File: src/rtl/input_cond_pkg.sv
// Shared definitions for the board-input front end.
//   rst_state_t : reset sequencer states (HOLD drives sys_rstn low, RUN releases it)
//   cnt_width() : counter width helper, $clog2 with a floor of 1 bit so that
//                 small parameter values never produce zero-width vectors.
package input_cond_pkg;

  typedef enum logic {
    HOLD = 1'b0,
    RUN  = 1'b1
  } rst_state_t;

  function automatic int cnt_width(input int n);
    int w;
    w = $clog2(n);
    return (w < 1) ? 1 : w;
  endfunction

endpackage

File: src/rtl/debounce_ch.sv
// One input channel: two-flop synchroniser followed by a stable-count debouncer.
//   clk   : system clock
//   rstn  : synchronous active-low reset
//   raw   : asynchronous raw pin level
//   level : debounced level (registered)
//   rise  : one-cycle pulse in the cycle level goes 0->1 (registered)
// Valid/ready note: this block has no handshake; level is always valid and rise
// is a single-cycle strobe that the consumer must sample every cycle.
module debounce_ch
  import input_cond_pkg::*;
#(
  parameter int DEBOUNCE_CYCLES = 16
) (
  input  logic clk,
  input  logic rstn,
  input  logic raw,
  output logic level,
  output logic rise
);

  localparam int CW = cnt_width(DEBOUNCE_CYCLES);
  localparam logic [CW-1:0] CNT_LAST = CW'(DEBOUNCE_CYCLES - 1);

  logic          s1_q, s2_q;
  logic          level_q, level_d;
  logic          rise_q, rise_d;
  logic [CW-1:0] cnt_q, cnt_d;

  // Any cycle where s2 agrees with level clears the count, so a glitch
  // shorter than DEBOUNCE_CYCLES never reaches level.
  always_comb begin
    level_d = level_q;
    rise_d  = 1'b0;
    cnt_d   = '0;
    if (s2_q != level_q) begin
      if (cnt_q == CNT_LAST) begin
        level_d = s2_q;
        rise_d  = s2_q;
      end else begin
        cnt_d = cnt_q + 1'b1;
      end
    end
  end

  always_ff @(posedge clk) begin
    if (!rstn) begin
      s1_q    <= 1'b0;
      s2_q    <= 1'b0;
      level_q <= 1'b0;
      rise_q  <= 1'b0;
      cnt_q   <= '0;
    end else begin
      s1_q    <= raw;
      s2_q    <= s1_q;
      level_q <= level_d;
      rise_q  <= rise_d;
      cnt_q   <= cnt_d;
    end
  end

  assign level = level_q;
  assign rise  = rise_q;

endmodule

File: src/rtl/input_conditioner.sv
// Board-input front end: synchronises and debounces every button and switch,
// produces one-cycle button press pulses and a stretched system reset.
//   clk       : system clock
//   rstn      : synchronous active-low reset
//   btn_raw   : raw button levels (active-high, asynchronous)
//   sw_raw    : raw switch levels (asynchronous)
//   btn_level : debounced button levels
//   btn_press : one-cycle pulse per debounced button 0->1 transition
//   sw_level  : debounced switch levels
//   sys_rstn  : stretched active-low system reset, decoded from the state register
module input_conditioner
  import input_cond_pkg::*;
#(
  parameter int NUM_BTN         = 4,
  parameter int NUM_SW          = 16,
  parameter int DEBOUNCE_CYCLES = 16,
  parameter int RST_HOLD_CYCLES = 8,
  parameter int RST_BTN         = 0
) (
  input  logic               clk,
  input  logic               rstn,
  input  logic [NUM_BTN-1:0] btn_raw,
  input  logic [NUM_SW-1:0]  sw_raw,
  output logic [NUM_BTN-1:0] btn_level,
  output logic [NUM_BTN-1:0] btn_press,
  output logic [NUM_SW-1:0]  sw_level,
  output logic               sys_rstn
);

  localparam int HW = cnt_width(RST_HOLD_CYCLES + 1);
  localparam logic [HW-1:0] HOLD_LAST = HW'(RST_HOLD_CYCLES - 1);

  logic [NUM_SW-1:0] sw_rise_unused;

  for (genvar i = 0; i < NUM_BTN; i++) begin : g_btn
    debounce_ch #(.DEBOUNCE_CYCLES(DEBOUNCE_CYCLES)) u_ch (
      .clk   (clk),
      .rstn  (rstn),
      .raw   (btn_raw[i]),
      .level (btn_level[i]),
      .rise  (btn_press[i])
    );
  end

  for (genvar i = 0; i < NUM_SW; i++) begin : g_sw
    debounce_ch #(.DEBOUNCE_CYCLES(DEBOUNCE_CYCLES)) u_ch (
      .clk   (clk),
      .rstn  (rstn),
      .raw   (sw_raw[i]),
      .level (sw_level[i]),
      .rise  (sw_rise_unused[i])
    );
  end

  // An out-of-range RST_BTN disables the button-triggered reset entirely.
  logic rst_trig;
  if (RST_BTN < NUM_BTN) begin : g_rst_btn
    assign rst_trig = btn_press[RST_BTN];
  end else begin : g_no_rst_btn
    assign rst_trig = 1'b0;
  end

  rst_state_t    state_q, state_d;
  logic [HW-1:0] hcnt_q, hcnt_d;

  // A press arriving on the last hold cycle still restarts the hold, so the
  // low time always covers a full RST_HOLD_CYCLES after the latest press.
  always_comb begin
    state_d = state_q;
    hcnt_d  = hcnt_q;
    case (state_q)
      HOLD: begin
        if (rst_trig) begin
          hcnt_d = '0;
        end else if (hcnt_q == HOLD_LAST) begin
          state_d = RUN;
          hcnt_d  = '0;
        end else begin
          hcnt_d = hcnt_q + 1'b1;
        end
      end
      RUN: begin
        if (rst_trig) begin
          state_d = HOLD;
          hcnt_d  = '0;
        end
      end
      default: begin
        state_d = HOLD;
        hcnt_d  = '0;
      end
    endcase
  end

  always_ff @(posedge clk) begin
    if (!rstn) begin
      state_q <= HOLD;
      hcnt_q  <= '0;
    end else begin
      state_q <= state_d;
      hcnt_q  <= hcnt_d;
    end
  end

  assign sys_rstn = (state_q == RUN);

endmodule

File: config.mk
export PLATFORM = sky130hd
export DESIGN_NAME = input_conditioner
export DESIGN_NICKNAME = d
export VERILOG_FILES = /design/src/rtl/input_cond_pkg.sv /design/src/rtl/debounce_ch.sv /design/src/rtl/input_conditioner.sv
export SDC_FILE = /design/constraint.sdc
export NUM_CORES = 1
export LEC_CHECK = 0
export ABC_CLOCK_PERIOD_IN_PS = 1700
export BUFFER_PORTS_ARGS = -buffer_cell sky130_fd_sc_hd__buf_4
export CAP_MARGIN = 15
export CORE_AREA = 2 2 99 196
export DETAILED_ROUTE_END_ITERATION = 8
export DIE_AREA = 0 0 101 198
export PLACE_DENSITY = 0.52
export SYNTH_ARGS = -nofsm -noshare
export SYNTH_HDL_FRONTEND = slang
export SYNTH_SLANG_ARGS = --single-unit
File: constraint.sdc
create_clock -name clk -period 1.7 [get_ports clk]
set_input_delay 0.34 -clock clk [delete_from_list [all_inputs] [get_ports clk]]
set_output_delay 0.34 -clock clk [all_outputs]
set_load 0.005 [all_outputs]
# == Yosys cells after proc, flatten, opt, wreduce, memory -nomap -nowiden ==
# Index checks and enable logic that the tools add are counted.
# totals
ff_bits,149
word_cells,223
input_bits,22
output_inout_bits,25
# classes
n_mux,8
eq_ne,42
n_bitwise,22
addsub,21
reduce_logical,44
# op_table
cell,count
$add 4x1->4 const B,21
$eq 4x4->1 const B,20
$reduce_or 3->1,20
$reduce_and 2->1,20
$not 1->1,22
$ne 1x1->1,20
$mux 4,3
$reduce_and 3->1,4
$pmux 4 s2,1
$eq 4x3->1 const B,1
$mux 1,3
$ne 2x1->1 const B,1
$pmux 1 s2,1

# == Longest topological paths before layout ==
# Gate-level depths: netlist of the first run.
# depth
depth_word,4
depth_mapped,4

# == Hierarchy ==
# A second synthesis of the first run with hierarchy kept.
# hier_totals
hier_cells,543
area_unflattened_um2,5703.0
# modules_own_cells
mod,seq_area_each_um2,n_inst,cells_per_inst,area_each_um2
debounce_ch,160.2,20,26,274.0
input_conditioner,100.1,1,23,222.7

# == Worst setup path before layout of the first run ==
# Ideal clock, no wire load.
# synth_path
path_kind,register to register
start,reg hcnt_q[0]
end,reg hcnt_q[0]
setup_slack_ns,0.528
path_buffers,0
t_required_ns,1.630
t_arrival_ns,1.101
setup_time_ns,0.070
period_less_slack_ns,1.172
stages_incl_launch_ff,5
path_cell_list,dfxtp_1 ha_1 and3b_1 or3_1 a21oi_1
# synth_between
elab_chain_len,4
word_cells_on_any_way,5
# synth_rtl
item,line,text
"start, declared",input_conditioner.sv:64,"logic [HW-1:0] hcnt_q, hcnt_d;"
"start signal, assigned",input_conditioner.sv:101,hcnt_q <= hcnt_d;
$add 4x1->4 or $eq 4x3->1 (tied branches),"input_conditioner.sv:79, input_conditioner.sv:75",
$mux 4 (*),input_conditioner.sv:75,end else if (hcnt_q == HOLD_LAST) begin
$mux 4 (*),input_conditioner.sv:73,if (rst_trig) begin
$pmux 4 s2 (*),input_conditioner.sv:71,case (state_q)
# Mark *: on every way between the ends. The rest lies on a longest branch, timed or not.
# A chain may end at the register's enable or synchronous reset.

# == Worst setup path in the final report of the first run ==
# layout_path
start,reg state_q (netlist: sys_rstn)
end,out sys_rstn
# layout_rtl
item,line,text
"start, declared",input_conditioner.sv:63,"rst_state_t state_q, state_d;"
"start signal, assigned",input_conditioner.sv:100,state_q <= state_d;
"end, declared",input_conditioner.sv:27,output logic sys_rstn
# No word-level cell between the ends.

==> results of run 1 <==
==> cells in the mapped netlist, types with 2 or more instances <==
cell	number	area, µm²
nand2_1	6	22.5
nor2b_1	20	125
nor3_1	4	20.0
or3_1	2	12.5
inv_1	20	75.1
mux2i_1	21	210
xor2_1	60	526
clkbuf_1	6	22.5
buf_4	26	195
ha_1	21	263
nand3_1	60	300
dfxtp_1	149	2980
buf_2	3	15.0
and2_1	40	250
nor2_1	64	240
and3_1	20	125
==> metrics by stage <==
| step | hold slack (ps) | instances |
|---|---|---|
| floorplan | 412 | 529 |
| global placement | 415 | 762 |
| detailed placement | 422 | 762 |
| CTS | 109 | 794 |
| global route | 112 | 794 |
| finish | 129 | 794 |
==> cell usage in the layout (no fill, tap or decap), types with 3 or more instances in the layout <==
cell / synthesis / final
dfxtp_1: 149 / 149
nor2_1: 64 / 64
and2_1: 40 / 40
inv_6: 0 / 3
nor3_1: 4 / 4
clkinv_4: 0 / 5
ha_1: 21 / 21
nand2_1: 6 / 6
inv_1: 20 / 20
clkbuf_16: 0 / 17
and3_1: 20 / 20
nand3_1: 60 / 60
buf_4: 26 / 47
nor2b_1: 20 / 20
xor2_1: 60 / 60
mux2i_1: 21 / 21
==> state kept, by name, indices dropped and copies added, names as in the netlist <==
name / count
g_btn.u_ch.level: 4
g_sw.u_ch.cnt_q: 64
sys_rstn: 1
hcnt_q: 4
g_btn.u_ch.cnt_q: 16
g_sw.u_ch.s1_q: 16
g_btn.u_ch.s1_q: 4
g_sw.u_ch.s2_q: 16
g_sw.u_ch.level: 16
g_btn.u_ch.s2_q: 4
g_btn.u_ch.rise: 4
==> logic make-up (layout without fill, tap and decap cells) <==
| group | count (synthesis) | after routing |
|---|---|---|
| and+or+nand+nor | 220 | 220 |
| DFF | 149 | 149 |
| xor gates and xnor gates | 61 | 61 |
| buffers and inverters | 55 | 101 |
| adders and majority gates | 21 | 21 |
| muxes | 21 | 21 |
| AOI/OAI and AO/OA | 2 | 2 |
==> power by group through the flow <==
stage	sequential (mW)	combinational, mW	clock [mW]
after detailed placement	3.67	0.188	0
after CTS	3.59	0.188	3.88
final	3.59	0.182	3.75
after floorplan	3.66	0.116	0
after global placement	3.67	0.179	0
after global routing	3.60	0.211	4.03
==> per-layer routing <==
metal,GRT usage,routed length [µm]
met5,0,0
met3,0.0279,237
met1,0.0925,3450
met2,0.180,4920
met4,0.0556,237
==> cell type report <==
class	count	area [µm²]
Clock buffer	19	453
Clock inverter	13	148
Fill cell	1894	12200
Inverter	20	75.1
Multi-Input combinational cell	325	2150
Sequential cell	149	2980
Tap cell	219	274
Timing Repair Buffer	49	393
==> worst max-delay path by stage <==
| stage | endpoint | slack, ps | cells past startpoint |
|---|---|---|---|
| 2_1_floorplan | hcnt_q[0]$_SDFFE_PN0P_ | 530 | 4 |
| 3_3_place_gp | hcnt_q[0]$_SDFFE_PN0P_ | 470 | 4 |
| 3_5_place_dp | hcnt_q[0]$_SDFFE_PN0P_ | 440 | 4 |
| 4_1_cts | sys_rstn | 330 | 1 |
| 5_1_grt | sys_rstn | 290 | 1 |
| 6_report | sys_rstn | 360 | 1 |
==> impl_metrics.tcl, run 1 <==
set metrics [dict create \
    final-setup-viol-count 0 \
    startpoint_type "register" \
    place_area_mm2 0.00587 \
    die_x_um 101 \
    place_ws_ps 441 \
    power_density_mw_per_mm2 1160 \
    row_count 71 \
    crit_arrival_ps 1000 \
    synth-seq-cells 149 \
    period_needed_ps 1340 \
    post-route-drc-count 0 \
    grt_pass1_wl_mm 15.2 \
    syn_nets 572 \
    cp.buffers_inverters 1 \
    grt_pass1_vias 3552 \
    fp.coreArea_mm2 0.0187 \
    startpoint "sys_rstn$_SDFF_PN0_" \
    synth-compound-area-share 0.00253 \
    cts-root-buf "clkbuf_16" \
    worstSkewPairLatency_ps 420 \
    min_path_cells 2 \
    relSlewSlack 0.775 \
    place.gp.congestion 0.681 \
    status "complete, no violations" \
    total_power_mw 7.52 \
    drive_above_1_share 0.144 \
    synth-simple-area-share 0.207 \
    crit_slowest_cell "dfxtp_1" \
    grt_use_total 0.0969 \
    fmaxAchievable_ghz 0.747 \
    ir_drop_mv 0.685 \
    synth_cells 529 \
    switching_share 0.214 \
    async_flop_share 0 \
    synth.yosys.seq_area_share 0.548 \
    synth_edf_count 0 \
    yosysUniqueCellTypes 23 \
    fin_worst_skew_ps 6.19 \
    viasPerCell 4.32 \
    dp_hpwl_mm 6.30 \
    timing.final.crit_share 0.788 \
    cts_tree "built" \
    drt_wl_total_mm 8.85 \
    cpLargestDelayFamily "flip-flops" \
    overflow 0 \
    synth_ff_type "dfxtp_1" \
    dieHeight_um 198 \
    internal_power_mw 5.92 \
    areaGrowthSynthToFinish_pct 19.0 \
    critical-path-max-stage-delay_ps 430 \
    yosysWarnings 0 \
    cts_resized 0 \
    fin_ws_ps 361 \
    switching_power_mw 1.61 \
    pwr-share-clk 0.498 \
    avgSynthCellArea_um2 10.3 \
    min_to "g_sw[1].u_ch.s1_q$_SDFF_PN0_" \
    netlist_area_mm2 0.00544 \
    worstReg2RegStart "hcnt_q[0]$_SDFFE_PN0P_" \
    end_kind "output port" \
    cp_max_fo 7 \
    criticalPathCategory "reg -> out" \
    crit_required_ps 1360 \
    htreeDepth 4 \
    hold_buffers 0 \
    path_cells "buf_4" \
    min_from "sw_raw[1]" \
    numClockSinks 149 \
    io_buffer_count 46 \
    ant_nets 0 \
    reg2reg_to "hcnt_q[0]$_SDFFE_PN0P_" \
    clkTransAtPathRegs_ps 60 \
    fin_nets 605 \
    rsz0062_at_grt "false" \
    fp.dieArea_mm2 0.0200 \
    wl_per_cell_um 11.1 \
    combPwrFrac 0.024 \
    synth_xor_area_frac 0.0982 \
    antenna_found_initial 0 \
    slew_violations 0 \
    drt_iter0_drc 61 \
    start_util 0.292 \
    numCtsBuffers 17 \
    cap_violations 0 \
    antenna_cells 0 \
    yosys.area_share.adder 0.0483 \
    min_path_type "in -> reg" \
    setup_total_negative_slack_ps 0 \
    max-clock-path-buffers 2 \
    synth_mux_area_frac 0.0386 \
    cts_setup_buffers 0 \
    worst-slew-pin-transition_ps 337 \
    regToRegSetupSlack_ps 440 \
    vias 3434 \
    p_leak_nw 3.05 \
    final_cell_area_mm2 0.00647 \
    seqPwrFrac 0.478 \
    synth_top_family_by_area "simple AND/OR/NAND/NOR gates" \
    firstDrtPassIters 4 \
    grt_max_degree 36 \
    r2r.worst_path.cells 4 \
    final_util 0.347 \
    hold_viol 0 \
    ios 47 \
]
Note: power is estimated with default switching activity, not from simulation.
==> run 2, diff against run 1 <==
ABC_AREA = 1   (was not set)
ABC_CLOCK_PERIOD_IN_PS = 1200   (was 1700)
PLACE_DENSITY = 0.54   (was 0.52)
clock period = 1.2 ns   (was 1.7 ns; I/O delays follow)
==> impl_metrics.tcl, run 2 <==
set metrics [dict create \
    overflow 0 \
    relSlewSlack 0.781 \
    crit_required_ps 960 \
    grt_max_degree 64 \
    syn_nets 643 \
    async_flop_share 0 \
    final-setup-viol-count 0 \
    worst-slew-pin-transition_ps 327 \
    combPwrFrac 0.028 \
    firstDrtPassIters 4 \
    period_needed_ps 1150 \
    cp.buffers_inverters 1 \
    ant_nets 0 \
    die_x_um 101 \
    synth_most_common_cell "dfxtp_1" \
    min_path_type "in -> reg" \
    synth_ff_type "dfxtp_1" \
    antenna_cells 0 \
    path_cells "buf_4" \
    setup_total_negative_slack_ps 0 \
    cts-root-buf "clkbuf_16" \
    synth_common_cells "dfxtp_1, nor2_1, inv_1" \
    row_count 71 \
    yosysUniqueCellTypes 21 \
    largest_reg_flops 64 \
    timing.final.crit_share 0.961 \
    drive_above_1_share 0.182 \
    synth.yosys.seq_area_share 0.546 \
    status "complete, no violations" \
    dieHeight_um 198 \
    power_density_mw_per_mm2 1630 \
    yosysWarnings 0 \
    synth-seq-cells 149 \
    htreeDepth 4 \
    dp_cells 837 \
    fp.coreArea_mm2 0.0187 \
    final_cells 880 \
    dp_hpwl_mm 6.23 \
    wl_per_cell_um 10.3 \
    seqPwrFrac 0.467 \
    pwr-share-clk 0.504 \
    cts_tree "built" \
    grt_use_total 0.0999 \
    cp_max_fo 3 \
    rsz0062_at_grt "false" \
    crit_arrival_ps 910 \
    place.gp.congestion 0.694 \
    ys_top_cells_by_area "dfxtp_1, nor2_1, inv_1, ha_1, nand3_1" \
    hold_viol 0 \
    antenna_found_initial 0 \
    p_leak_nw 2.92 \
    regMostFlops "g_sw.u_ch.cnt_q" \
    vias 3734 \
    cap_violations 0 \
    startpoint_type "register" \
    avgSynthCellArea_um2 9.10 \
    ios 47 \
    synth_edf_count 0 \
    numCtsBuffers 17 \
    synth_top_area_cell "dfxtp_1" \
    io_buffer_count 46 \
    slew_violations 0 \
    grt_pass1_wl_mm 16.0 \
    final_common_cell "dfxtp_1" \
    ir_drop_mv 0.806 \
    cpLargestDelayFamily "flip-flops" \
    areaGrowthSynthToFinish_pct 22.2 \
    synth_cells 600 \
    fmaxAchievable_ghz 0.867 \
    fin_worst_skew_ps 9.04 \
    critical-path-max-stage-delay_ps 370 \
    max-clock-path-buffers 2 \
    yosysTopAreaCellShare 0.546 \
    switching_share 0.211 \
    viasPerCell 4.24 \
    end_kind "output port" \
    start_util 0.293 \
    fin_nets 691 \
    criticalPathCategory "reg -> out" \
    grt_pass1_vias 3716 \
    clkTransAtPathRegs_ps 60 \
    drt_iter0_drc 119 \
    final_cell_mix "dfxtp_1, nor2_1, inv_1" \
    numClockSinks 149 \
    fp.dieArea_mm2 0.0200 \
    crit_slowest_cell "dfxtp_1" \
    drt_wl_total_mm 9.05 \
    switching_power_mw 2.30 \
    netlist_area_mm2 0.00546 \
    internal_power_mw 8.60 \
    post-route-drc-count 0 \
    worstSkewPairLatency_ps 410 \
]
## run 2: cell families (layout without fill, tap and decap cells)
group                      Yosys count  count (layout)  synth area share
AOI/OAI and AO/OA                   75              75            0.0885
DFF                                149             149             0.546
adders and majority gates           21              21            0.0481
xor gates and xnor gates            45              45            0.0722
buffers and inverters              117             178            0.0999
and+or+nand+nor                    193             193             0.145
## run 2: final cells by class
class                      count  area (µm²)
clock buffer                  19         453
clock inverter                13         171
fill                        1929       12000
inverter                      84         318
multi-input combinational    334        1940
sequential                   149        3010
tap                          219         274
timing repair buffer          62         508
## run 2: what timing repair did
action                                 4_1_cts  5_1_grt
setup endpoints to repair                   12       11
hold buffers                                12        0
endpoints found under the hold margin       12        0
pin swaps                                    0        1
resized for setup                           12       11
buffers inserted                             0        0
## run 2: routing by layer
metal  wire length, µm  global-route usage  part of all wire
met5                 0                   0                 0
met3               203              0.0258             0.022
met2              4910               0.188              0.54
met1              3790               0.101              0.42
met4               149              0.0420             0.016
## run 2: path summary, 6_finish.rpt
kind	startpoint	end	slack [ps]	depth (start not counted)
setup / recovery	g_btn[3].u_ch.level$_SDFFE_PN0P_	btn_level[3]	50	1
hold / removal	sw_raw[9]	g_sw[9].u_ch.s1_q$_SDFF_PN0_	30	3
setup reg to reg	g_sw[4].u_ch.cnt_q[0]$_SDFF_PP0_	g_sw[4].u_ch.cnt_q[2]$_SDFF_PP0_	130	4
hold reg to reg	g_sw[6].u_ch.s1_q$_SDFF_PN0_	g_sw[6].u_ch.s2_q$_SDFF_PN0_	400	2
## run 2: power by group through the flow
stage                     Sequential (mW)  Combinational (mW)  Clock [mW]
after floorplan                      5.19               0.176           0
after global routing                 5.10               0.359        5.88
after global placement               5.21               0.283           0
after detailed placement             5.21               0.286           0
after CTS                            5.10               0.318        5.69
final                                5.10               0.309        5.50
## run 2: metrics by stage
step | setup WS, ps | util | hold WS [ps] | cell area, µm² | total power, mW
2_1_floorplan | 228 | - | 338 | 5460 | 5.37
3_3_place_gp | 116 | 0.316 | 392 | 5900 | 5.49
3_5_place_dp | 98.0 | 0.316 | 395 | 5900 | 5.49
4_1_cts | 2.75 | 0.357 | 5.14 | 6650 | 11.1
5_1_grt | 0.413 | 0.358 | 23.0 | 6670 | 11.3
6_report | 46.8 | 0.358 | 29.0 | 6670 | 10.9
## run 2: tightest hold or removal path: cells and delay by family
| family | cells | cell delay [ps] |
|---|---|---|
| buffers and inverters | 2 | 130 |
| AND/OR/NAND/NOR | 1 | 40 |
